$ cat config.mk
export PLATFORM = sky130hd
export DESIGN_NAME = crtc_timing_gen
export DESIGN_NICKNAME = d
export VERILOG_FILES = /design/src/rtl/crtc_timing_gen.sv
export SDC_FILE = /design/constraint.sdc
export NUM_CORES = 1
export LEC_CHECK = 0
export CAP_MARGIN = 20
export CORE_AREA = 2 2 109 111
export CTS_CLUSTER_DIAMETER = 80
export CTS_CLUSTER_SIZE = 10
export DETAILED_ROUTE_END_ITERATION = 7
export DIE_AREA = 0 0 111 113
export HOLD_SLACK_MARGIN = 0.1
export PLACE_DENSITY = 0.8
export SLEW_MARGIN = 15
export SYNTH_ARGS = -nofsm -noshare
export SYNTH_HDL_FRONTEND = slang
export SYNTH_SLANG_ARGS = --single-unit
$ cat constraint.sdc
create_clock -name cclk_i -period 3.78 [get_ports cclk_i]
set_input_delay 0.756 -clock cclk_i [delete_from_list [all_inputs] [get_ports cclk_i]]
set_output_delay 0.756 -clock cclk_i [all_outputs]
set_load 0.02 [all_outputs]
$ cat src/rtl/crtc_timing_gen.sv
// 6845-style CRTC timing generator: character/row/scanline counters, syncs,
// display enable, memory/row address and a blinking hardware cursor.
module crtc_timing_gen #(
    parameter int unsigned H_WIDTH    = 8,
    parameter int unsigned V_WIDTH    = 7,
    parameter int unsigned RA_WIDTH   = 5,
    parameter int unsigned MA_WIDTH   = 14,
    parameter int unsigned SYNC_WIDTH = 4
) (
    input  logic                  cclk_i,
    input  logic                  reset_n_i,
    input  logic [MA_WIDTH-1:0]   screen_addr_i,
    input  logic [H_WIDTH-1:0]    h_char_total_i,
    input  logic [H_WIDTH-1:0]    h_char_displayed_i,
    input  logic [H_WIDTH-1:0]    h_sync_start_i,
    input  logic [SYNC_WIDTH-1:0] h_sync_width_i,
    input  logic [RA_WIDTH-1:0]   v_char_pixel_size_i,
    input  logic [V_WIDTH-1:0]    v_char_total_i,
    input  logic [V_WIDTH-1:0]    v_char_displayed_i,
    input  logic [V_WIDTH-1:0]    v_sync_start_i,
    input  logic [SYNC_WIDTH-1:0] v_sync_width_i,
    input  logic [RA_WIDTH-1:0]   v_adjust_i,
    input  logic [MA_WIDTH-1:0]   cursor_addr_i,
    input  logic [RA_WIDTH-1:0]   cursor_start_i,
    input  logic [RA_WIDTH-1:0]   cursor_end_i,
    input  logic [1:0]            cursor_mode_i,
    output logic                  display_enable_o,
    output logic                  h_sync_o,
    output logic                  v_sync_o,
    output logic [MA_WIDTH-1:0]   ma_o,
    output logic [RA_WIDTH-1:0]   ra_o,
    output logic                  cursor_o,
    output logic                  frame_start_o
);

    localparam int unsigned HW1  = H_WIDTH + 1;
    localparam int unsigned RAW1 = RA_WIDTH + 1;
    localparam int unsigned FC_W = 5;

    logic [H_WIDTH-1:0]    h_count,   h_count_nxt;
    logic [RA_WIDTH-1:0]   ra,        ra_nxt;
    logic [V_WIDTH-1:0]    row,       row_nxt;
    logic                  adj,       adj_nxt;
    logic [MA_WIDTH-1:0]   row_start, row_start_nxt;
    logic [SYNC_WIDTH-1:0] vs_count,  vs_count_nxt;
    logic [FC_W-1:0]       frame_cnt, frame_cnt_nxt;

    logic line_end;
    logic ra_last;
    logic frame_end;
    logic vs_load;

    // Next-state: horizontal wrap, scanline/row/adjust sequencing, frame end
    always_comb begin
        h_count_nxt   = h_count + H_WIDTH'(1);
        ra_nxt        = ra;
        row_nxt       = row;
        adj_nxt       = adj;
        row_start_nxt = row_start;
        frame_cnt_nxt = frame_cnt;
        vs_count_nxt  = vs_count;
        frame_end     = 1'b0;

        line_end = (h_count >= h_char_total_i);
        // ra + 1 >= v_adjust avoids the underflow of v_adjust - 1 if it is reprogrammed to 0
        ra_last  = adj ? (({1'b0, ra} + RAW1'(1)) >= {1'b0, v_adjust_i})
                       : (ra >= v_char_pixel_size_i);

        if (line_end) begin
            h_count_nxt = '0;
            if (ra_last) begin
                ra_nxt = '0;
                if (adj) begin
                    frame_end = 1'b1;
                end else begin
                    row_start_nxt = row_start + MA_WIDTH'(h_char_displayed_i);
                    if (row >= v_char_total_i) begin
                        if (v_adjust_i == '0) frame_end = 1'b1;
                        else                  adj_nxt   = 1'b1;
                    end else begin
                        row_nxt = row + V_WIDTH'(1);
                    end
                end
            end else begin
                ra_nxt = ra + RA_WIDTH'(1);
            end
        end

        if (frame_end) begin
            row_nxt       = '0;
            ra_nxt        = '0;
            adj_nxt       = 1'b0;
            row_start_nxt = screen_addr_i;
            frame_cnt_nxt = frame_cnt + FC_W'(1);
        end

        // Load on entry to the sync row so v_sync_o rises in the row's first cycle
        vs_load = (h_count_nxt == '0) && (ra_nxt == '0) &&
                  (row_nxt == v_sync_start_i) && !adj_nxt;
        if (vs_load)
            vs_count_nxt = v_sync_width_i;
        else if (line_end && (vs_count != '0))
            vs_count_nxt = vs_count - SYNC_WIDTH'(1);
    end

    always_ff @(posedge cclk_i or negedge reset_n_i) begin
        if (!reset_n_i) begin
            h_count   <= '0;
            ra        <= '0;
            row       <= '0;
            adj       <= 1'b0;
            row_start <= '0;
            vs_count  <= '0;
            frame_cnt <= '0;
        end else begin
            h_count   <= h_count_nxt;
            ra        <= ra_nxt;
            row       <= row_nxt;
            adj       <= adj_nxt;
            row_start <= row_start_nxt;
            vs_count  <= vs_count_nxt;
            frame_cnt <= frame_cnt_nxt;
        end
    end

    logic [HW1-1:0] hs_end;
    logic           blink_on;

    always_comb begin
        blink_on = 1'b0;
        case (cursor_mode_i)
            2'b00:   blink_on = 1'b1;
            2'b01:   blink_on = 1'b0;
            2'b10:   blink_on = !frame_cnt[3];
            default: blink_on = !frame_cnt[4];
        endcase
    end

    // Output decodes of the counter state
    assign hs_end           = {1'b0, h_sync_start_i} + HW1'(h_sync_width_i);
    assign ma_o             = row_start + MA_WIDTH'(h_count);
    assign ra_o             = ra;
    assign display_enable_o = reset_n_i && (h_count < h_char_displayed_i) &&
                              (row < v_char_displayed_i) && !adj;
    assign h_sync_o         = reset_n_i && (h_count >= h_sync_start_i) &&
                              ({1'b0, h_count} < hs_end);
    assign v_sync_o         = (vs_count != '0);
    assign cursor_o         = display_enable_o && (ma_o == cursor_addr_i) &&
                              (ra >= cursor_start_i) && (ra <= cursor_end_i) && blink_on;
    assign frame_start_o    = reset_n_i && (h_count == '0) && (ra == '0) &&
                              (row == '0) && !adj;

endmodule

Word level (Yosys, flattened, before mapping)
Index checks and enable logic that the tools add are counted.
{ "word_totals": {"register_bits": 44, "out_inout_bits": 24} }
{ "op_classes": {"reduce_logical": 33, "n_lt_le_gt_ge": 10, "n_addsub": 9, "n_eq_ne": 5, "n_mux": 28} }
{ "ops": {"columns": ["cell", "count"], "rows": [
  ["$mux 14", 4],
  ["$mux 7", 5],
  ["$add 14x8->14", 2],
  ["$logic_and 1x1->1", 17],
  ["$ge 8x8->1", 2],
  ["$logic_not 8->1", 2],
  ["$logic_not 5->1", 3],
  ["$mux 5", 3],
  ["$eq 14x14->1", 1],
  ["$mux 1", 12],
  ["$add 5x1->5 const B", 2],
  ["$ge 5x5->1", 2],
  ["$add 8x4->9", 1],
  ["$lt 8x9->1", 1],
  ["$add 8x1->8 const B", 1],
  ["$lt 8x8->1", 1],
  ["$mux 4", 2],
  ["$mux 8", 1],
  ["$add 7x1->7 const B", 1],
  ["$eq 7x7->1", 1],
  ["$ge 7x7->1", 1],
  ["$logic_not 7->1", 1],
  ["$lt 7x7->1", 1],
  ["$add 5x1->6 const B", 1],
  ["other kinds (12)", 17]
]} }

Logic depth before layout (Yosys ltp)
Gate-level depths: netlist (run 1).
{ "depth": {"depth_word": 12, "depth_mapped": 13, "ltp_nobuf": 12} }

Worst setup path after synthesis (run 1)
Ideal clock, no wire load.
{ "synth_path": {"path_type": "reg-to-output", "from": "register h_count[1]", "to": "output port cursor_o", "n_path_buf": 0, "t_arrival_ns": 3.408, "stages_incl_launch_ff": 11, "path_slack_ns": -0.384, "required_ns": 3.024, "path_cell_list": "dfrtp_1 > ha_1 > a21o_1 > a21o_1 > a2111oi_4 > o21bai_1 > xor2_1 > xor2_1 > a211o_1 > or4_1 > nor3_1"} }
{ "synth_via": {"word_cells_on_any_way": 10} }
{ "synth_lines": {"columns": ["element", "line_no", "text"], "rows": [
  ["start: declaration", "40", "logic [H_WIDTH-1:0] h_count, h_count_nxt;"],
  ["start signal: assignment", "116", "h_count <= h_count_nxt;"],
  ["$add 14x8->14", "141", "assign ma_o = row_start + MA_WIDTH'(h_count);"],
  ["named net ma_o[7]", "30", "output logic [MA_WIDTH-1:0] ma_o,"],
  ["$eq 14x14->1", "148", "assign cursor_o = display_enable_o && (ma_o == cursor_addr_i) &&"],
  ["$logic_and 1x1->1 (2 in a row)", "148", null],
  ["$logic_and 1x1->1 (2 in a row)", "149", "(ra >= cursor_start_i) && (ra <= cursor_end_i) && blink_on;"],
  ["end: declaration", "32", "output logic cursor_o,"]
]} }
The timed path passes the listed nets, and every way through them passes these cells.

Worst setup path in the final report (run 1)
{ "layout_path": {"from": "register h_count[1]", "to": "output port cursor_o"} }
{ "layout_via": {"elab_chain_cells": 8, "word_cells_on_any_way": 10} }
{ "layout_rtl": {"columns": ["element", "line_no"], "rows": [
  ["parallel branches: the longest is 4 deep, another holds $add 14x8->14", null],
  ["$logic_and 1x1->1 (*) (2 in a row)", "148"],
  ["$logic_and 1x1->1 (*) (2 in a row)", "149"]
]} }
Mark *: on every way between the ends.

==> results_dict.tcl, run 1 <==
set metrics [dict create \
    cts_hold_repair.buffers 0 \
    cts_buffer_depth 2 \
    fp.dieArea_mm2 0.0125 \
    r2r_setup_slack_ns 0.16 \
    hold_viol 0 \
    clkSlewWorstSetupHoldPaths_ns 0.07 \
    floorplan.rows 39 \
    worstSetupPathType "reg -> out" \
    place.gp.congestion 0.944 \
    post_synth_instance_area_mm2 0.00574 \
    ys_async_sr_fraction 1.00 \
    die_y_um 113 \
    number_of_buffers_added_by_the_clock_tree_synthesis_step 5 \
    tritoncts "built" \
    synth_sequential_area_ratio 0.192 \
    total_of_flip_flops_plus_latches_after_synthesis 44 \
    initial_drc_count 318 \
    reg2reg_from "ra_o[1]" \
    vdd_drop_max_mv 0.671 \
    max_freq_mhz 246 \
    worstReg2RegEnd "vs_count[2]" \
    dp_hpwl_mm 14.6 \
    final.setup.worst_slack_ns -0.290 \
    maxSlewViolCount 0 \
    critPathCaptureType "output port" \
    result_of_the_run "complete, but fails checks" \
    finish.utilization 0.751 \
    minimum_clock_period_after_layout_ns 4.07 \
    layout-drive-gt1-share 0.212 \
    synth.net_count 928 \
    clock_latency_on_the_worst_skew_pair_ns 0.29 \
    reg2regPathDepth 14 \
    fin_area_mm2 0.00846 \
    synthDominantAreaCellType "sky130_fd_sc_hd__ha_1" \
    drv_cap 0 \
    yosys_most_used_dff "sky130_fd_sc_hd__dfrtp_1" \
    timing.clock.skew_ns 0.00782 \
    synth.lib_cells_used.distinct 71 \
    timing.hold.worst_path_depth 1 \
    min-delay-start "frame_cnt[4]" \
    dominant_cell_by_count_in_the_synthesized_netlist "sky130_fd_sc_hd__ha_1" \
    post_drt_wl_per_cell_um 17.0 \
    worst_ep_arrival_time_ns 3.31 \
    core_area_mm2 0.0113 \
    setup_violations 2 \
    clk_root_buffer_cell "sky130_fd_sc_hd__clkbuf_16" \
    number_of_iterations_in_the_first_detailed_routing_pass 5 \
    synthDominantCellAreaShare 0.201 \
    layout_worst_path_cycle_share 1.08 \
    yosys_warnings 0 \
    global_route.overflow_total 0 \
    synth_commonest_cells "92 x sky130_fd_sc_hd__ha_1, 79 x sky130_fd_sc_hd__inv_1, 55 x sky130_fd_sc_hd__o21ai_0, 52 x sky130_fd_sc_hd__a21oi_1, 52 x sky130_fd_sc_hd__nand2_1" \
    syn-instance-count 728 \
    post_synth.cell_area_avg_um2 7.88 \
    start_kind "register" \
    ios 129 \
    slew_headroom 0.501 \
    cts_max_level 2 \
    detail_route.wirelength_mm 18.9 \
    rsz_0062_raised_after_global_routing "yes" \
    power.density_cell_area_mw_per_mm2 608 \
    areaGrowthSynthToFinish_pct 47.5 \
    worstHoldEndpoint "frame_cnt[4]" \
    final_nets 1168 \
    detail-route-antenna-nets 0 \
    critPathRequiredTime_ns 3.02 \
    grt_start_max_net_pins 45 \
    dp_worst_setup_slack_ns -0.913 \
    cts_sinks 44 \
    track_usage 0.293 \
    drc 0 \
    grt_pass1_wl_mm 30.5 \
    detailroute.via_count 6468 \
    route.detailed.vias_per_inst 5.81 \
    die_x_um 111 \
    cellLeakagePower_uw 0.00404 \
    number_of_global_route_vias_before_repair 6659 \
    failed_checks "negative setup slack" \
    effective_utilization_at_floorplan 0.509 \
    detailed_place.area_mm2 0.00804 \
    synth-edff-count 0 \
    worst_slew_pin_slew_ns 0.740 \
    worstHoldPathType "reg -> reg" \
    antenna_found_initial 1 \
    place.port_buffers 128 \
    synth.top_cells.by_area "sky130_fd_sc_hd__ha_1 20%, sky130_fd_sc_hd__dfrtp_1 19%, sky130_fd_sc_hd__xnor2_1 6.1%" \
    critPathMaxFanout 2 \
]
## worst max path at each step
| stage | startpoint | to | slack (ns) | cells after the start |
|---|---|---|---|---|
| finish | h_count[1] | cursor_o | -0.29 | 11 |
| global placement | h_sync_start_i[0] | h_sync_o | -0.86 | 14 |
| CTS | h_count[1] | cursor_o | -0.24 | 11 |
| global route | h_count[1] | cursor_o | -0.39 | 11 |
| detailed placement | h_sync_start_i[0] | h_sync_o | -0.91 | 14 |
| floorplan | h_count[1] | cursor_o | -0.07 | 10 |
## area by class of cell
type	count	area [µm²]
timing repair buffer	257	2230
clock inverter	2	38.8
clock buffer	6	139
sequential	44	1100
tap	143	179
multi-input combinational	580	4470
inverter	80	300
antenna	1	2.50
fill	802	2810
## registers in the layout, indices dropped and copies added (netlist names)
signal and count:
ra_o 5, vs_count 4, frame_cnt 5, h_count 8
adj 1, row_start 14, row 7
## routing by layer
layer  vias up  wire length (µm)  global-route usage
met4         0               749               0.130
met1      3026              7860               0.360
met5         -                 0                   0
met2       300              9060               0.515
li1       3078                 -                   -
met3        64              1200              0.0396
## where the power goes
part	internal [µW]	switching, µW	leakage (µW)	total, µW
logic	1870	1950	0.00340	3810
registers	637	165	0.000551	801
clock network	332	198	0.0000871	529
total	2840	2310	0.00404	5140
## cells in the final DEF (no fill, tap or decap), types with 5 or more instances in the layout
cell | netlist | final
sky130_fd_sc_hd__nand2_1 | 52 | 52
sky130_fd_sc_hd__xnor2_1 | 40 | 37
sky130_fd_sc_hd__nor2_1 | 48 | 47
sky130_fd_sc_hd__o21a_1 | 5 | 5
sky130_fd_sc_hd__a211o_1 | 5 | 5
sky130_fd_sc_hd__inv_1 | 79 | 79
sky130_fd_sc_hd__ha_1 | 92 | 88
sky130_fd_sc_hd__a21oi_1 | 52 | 43
sky130_fd_sc_hd__nand2b_1 | 14 | 14
sky130_fd_sc_hd__a21oi_2 | 1 | 10
sky130_fd_sc_hd__buf_4 | 1 | 131
sky130_fd_sc_hd__dfrtp_1 | 44 | 44
sky130_fd_sc_hd__xor2_1 | 13 | 12
sky130_fd_sc_hd__clkbuf_16 | 0 | 5
sky130_fd_sc_hd__a211oi_2 | 0 | 6
sky130_fd_sc_hd__o22ai_1 | 9 | 9
sky130_fd_sc_hd__or4_1 | 6 | 5
sky130_fd_sc_hd__o21ai_1 | 2 | 8
sky130_fd_sc_hd__a21o_1 | 22 | 22
sky130_fd_sc_hd__clkdlybuf4s50_1 | 0 | 113
sky130_fd_sc_hd__o21ai_0 | 55 | 49
sky130_fd_sc_hd__a31oi_1 | 5 | 5
sky130_fd_sc_hd__nand4_1 | 8 | 8
sky130_fd_sc_hd__nand3_1 | 18 | 17
sky130_fd_sc_hd__a211oi_1 | 14 | 7
sky130_fd_sc_hd__or3_1 | 6 | 6
sky130_fd_sc_hd__nor3_1 | 23 | 22
sky130_fd_sc_hd__nor2b_1 | 8 | 8
## metrics by stage
| stage | hold WS, ns | TNS, ns | cells | total power, µW |
|---|---|---|---|---|
| floorplan | 0.440 | -0.0728 | 728 | 2830 |
| global placement | 0.457 | -3.28 | 1098 | 4280 |
| detailed placement | 0.479 | -3.86 | 1098 | 4420 |
| CTS | 0.491 | -0.332 | 1107 | 5010 |
| global route | 0.508 | -0.903 | 1113 | 5510 |
| finish | 0.483 | -0.330 | 1113 | 5140 |
## cell families (layout without fill, tap and decap cells)
group / Yosys count / count (layout) / synth area share
buffers and inverters: 104 / 345 / 0.0709
flip-flops: 44 / 44 / 0.192
XOR/XNOR: 53 / 53 / 0.0809
AND/OR/NAND/NOR: 216 / 216 / 0.192
adder cells (fa/ha/maj): 95 / 95 / 0.211
multiplexers: 9 / 9 / 0.0168
other: 0 / 1 / 0
AO/OA/AOI/OAI: 207 / 207 / 0.236
## worst max-delay path: stages, from the launching register on
cell and delay [ns]:
sky130_fd_sc_hd__dfrtp_1 0.40, sky130_fd_sc_hd__ha_1 0.32, sky130_fd_sc_hd__a21o_1 0.21, sky130_fd_sc_hd__a21o_1 0.21, sky130_fd_sc_hd__a2111oi_4 0.39, sky130_fd_sc_hd__o21bai_2 0.16, sky130_fd_sc_hd__xor2_2 0.18, sky130_fd_sc_hd__xor2_1 0.16
sky130_fd_sc_hd__a211o_1 0.24, sky130_fd_sc_hd__or4_4 0.49, sky130_fd_sc_hd__nor3_4 0.13, sky130_fd_sc_hd__buf_6 0.14
## timing repair
action,4_1_cts,5_1_grt
endpoints found under the setup margin,13,13
pin swaps,21,23
setup buffers,1,5
gates resized for setup,52,33
No activity file was read; power rests on OpenSTA's default activity.
==> inputs of run 2 (changes only) <==
--- a/config.mk
+++ b/config.mk
@@ -13,7 +13,8 @@
 export DIE_AREA = 0 0 111 113
 export HOLD_SLACK_MARGIN = 0.1
 export PLACE_DENSITY = 0.8
-export SLEW_MARGIN = 15
+export SLEW_MARGIN = 20
 export SYNTH_ARGS = -nofsm -noshare
 export SYNTH_HDL_FRONTEND = slang
 export SYNTH_SLANG_ARGS = --single-unit
+export TNS_END_PERCENT = 30
==> run 2 against run 1 <==
The run still ends with negative setup slack left. Routed wire length down 0.19%. Worst hold slack about the same. Critical path depth unchanged. Clock skew up 0.00085 ns. Cell count unchanged. Maximum frequency up 0.20%. Cell area about the same. Power about the same. Sequential power about the same. Sequential cell count unchanged. Clock power about the same. Die area unchanged. Critical endpoint unchanged.
==> results_dict.tcl, run 2 (synthesized netlist as in run 1, its figures left out) <==
set metrics [dict create \
    result_of_the_run "complete, but fails checks" \
    failed_checks "negative setup slack" \
    drv_cap 0 \
    critPathRequiredTime_ns 3.02 \
    track_usage 0.293 \
    route.detailed.vias_per_inst 5.79 \
    r2r_setup_slack_ns 0.18 \
    power.density_cell_area_mw_per_mm2 608 \
    layout.area.seq_mm2 0.00110 \
    registers.top_by_ff_count "row_start" \
    worstSetupEndpoint "cursor_o" \
    post_drt_wl_per_cell_um 16.9 \
    fp.dieArea_mm2 0.0125 \
    number_of_iterations_in_the_first_detailed_routing_pass 5 \
    critPathMaxFanout 2 \
    rsz_0062_raised_after_global_routing "yes" \
    drc 0 \
    layout_common_cells "132 x sky130_fd_sc_hd__buf_4, 113 x sky130_fd_sc_hd__clkdlybuf4s50_1, 88 x sky130_fd_sc_hd__ha_1" \
    worstHoldPathType "reg -> reg" \
    detailroute.via_count 6449 \
    die_x_um 111 \
    setup_violations 2 \
    detail_route.wirelength_mm 18.8 \
    place.port_buffers 128 \
    final_nets 1168 \
    cts_max_level 2 \
    ios 129 \
    timing.clock.skew_ns 0.00866 \
    layoutNonFillerInstCount 1113 \
    slew_headroom 0.501 \
    cts_sinks 44 \
    initial_drc_count 310 \
    dp_worst_setup_slack_ns -0.913 \
    floorplan.rows 39 \
    number_of_global_route_vias_before_repair 6659 \
    worstReg2RegEnd "vs_count[2]" \
    clock_latency_on_the_worst_skew_pair_ns 0.29 \
    max_freq_mhz 246 \
    core_area_mm2 0.0113 \
    detail-route-antenna-nets 0 \
    grt_pass1_wl_mm 30.5 \
    fin_total_pwr_uw 5140 \
    detailed_place.area_mm2 0.00804 \
    cts_buffer_depth 2 \
    cts_hold_repair.buffers 0 \
    clk_root_buffer_cell "sky130_fd_sc_hd__clkbuf_16" \
    hold_slack_ns 0.482 \
    layout-drive-gt1-share 0.213 \
    area_taken_by_multi_input_logic_gates_mm2 0.00447 \
    largest_reg_flops 14 \
    min-delay-start "frame_cnt[4]" \
    clkSlewWorstSetupHoldPaths_ns 0.07 \
    reg2reg_from "ra_o[1]" \
    global_route.overflow_total 0 \
    start_kind "register" \
    effective_utilization_at_floorplan 0.509 \
    reg2regPathDepth 14 \
    number_of_buffers_added_by_the_clock_tree_synthesis_step 5 \
    fin_area_mm2 0.00846 \
    antenna_found_initial 1 \
    n_fill_cell 805 \
    grt_start_max_net_pins 45 \
    post-place-cells 1098 \
    dp_hpwl_mm 14.6 \
    minimum_clock_period_after_layout_ns 4.06 \
    critPathCaptureType "output port" \
    areaGrowthSynthToFinish_pct 47.4 \
    die_y_um 113 \
    final.setup.worst_slack_ns -0.282 \
    layout_worst_path_cycle_share 1.07 \
    maxSlewViolCount 0 \
    tritoncts "built" \
    hold_viol 0 \
    worstSetupPathType "reg -> out" \
    layout_top_registers "row_start (14), h_count (8), row (7)" \
    cellLeakagePower_uw 0.00403 \
    vdd_drop_max_mv 0.669 \
    worst_slew_pin_slew_ns 0.740 \
    worstSetupStartpoint "h_count[1]" \
    worst_ep_arrival_time_ns 3.31 \
    place.gp.congestion 0.944 \
    mostFrequentLayoutCell "sky130_fd_sc_hd__buf_4" \
]
-- run 2: cell types whose count changed in the layout (fill, tap and decap cells not counted) --
cell	change
sky130_fd_sc_hd__buf_2	+1
sky130_fd_sc_hd__buf_4	+1
sky130_fd_sc_hd__clkbuf_2	-1
sky130_fd_sc_hd__dlymetal6s2s_1	-1
sky130_fd_sc_hd__o21ai_0	+1
sky130_fd_sc_hd__o21ai_1	-1
-- run 2: critical path, cell delays in order (launching register included) --
cell and delay (ns):
sky130_fd_sc_hd__dfrtp_1 0.40, sky130_fd_sc_hd__ha_1 0.32, sky130_fd_sc_hd__a21o_1 0.21, sky130_fd_sc_hd__a21o_1 0.21, sky130_fd_sc_hd__a2111oi_4 0.39, sky130_fd_sc_hd__o21bai_2 0.16
sky130_fd_sc_hd__xor2_2 0.18, sky130_fd_sc_hd__xor2_1 0.16, sky130_fd_sc_hd__a211o_1 0.24, sky130_fd_sc_hd__or4_4 0.49, sky130_fd_sc_hd__nor3_4 0.13, sky130_fd_sc_hd__buf_6 0.14
-- run 2: metrics by stage --
step           TNS [ns]  utilization
2_1_floorplan   -0.0728            -
3_3_place_gp      -3.28        0.713
3_5_place_dp      -3.86        0.713
4_1_cts          -0.332        0.735
5_1_grt          -0.934        0.750
6_report         -0.320        0.750
-- run 2: worst min-delay path by stage --
stage	end	slack, ns	cells after the start
2_1_floorplan	frame_cnt[4]	0.44	1
3_3_place_gp	frame_cnt[4]	0.46	1
3_5_place_dp	frame_cnt[4]	0.48	1
4_1_cts	frame_cnt[4]	0.49	1
5_1_grt	frame_cnt[4]	0.51	1
6_report	frame_cnt[4]	0.48	1
-- run 2: cell type report --
| cell class | instances | share of cell area |
|---|---|---|
| repair buffers | 257 | 0.263 |
| multi-input cells | 580 | 0.528 |
| well taps | 143 | 0.0212 |
| flip-flops and latches | 44 | 0.130 |
| inverters | 80 | 0.0355 |
| clock buffers | 6 | 0.0164 |
| diodes | 1 | 0.000296 |
| clock inverters | 2 | 0.00459 |
-- run 2: where the power goes --
group          switching [µW]  total, µW  internal (µW)  leakage (µW)
clock                     198        529            332     0.0000871
combinational            1950       3810           1870       0.00339
sequential                164        801            637      0.000551
-- run 2: what timing repair did --
item,in CTS,in global routing
setup endpoints to repair,13,12
cloned,0,0
buffers inserted,1,5
resized for setup,52,29
pin swaps,21,21
-- run 2: metal layers --
metal | track usage | vias up | wire (µm)
met2 | 0.515 | 295 | 9060
met5 | 0 | - | 0
met4 | 0.130 | 0 | 775
li1 | - | 3080 | -
met1 | 0.360 | 3014 | 7770
met3 | 0.0396 | 60 | 1230
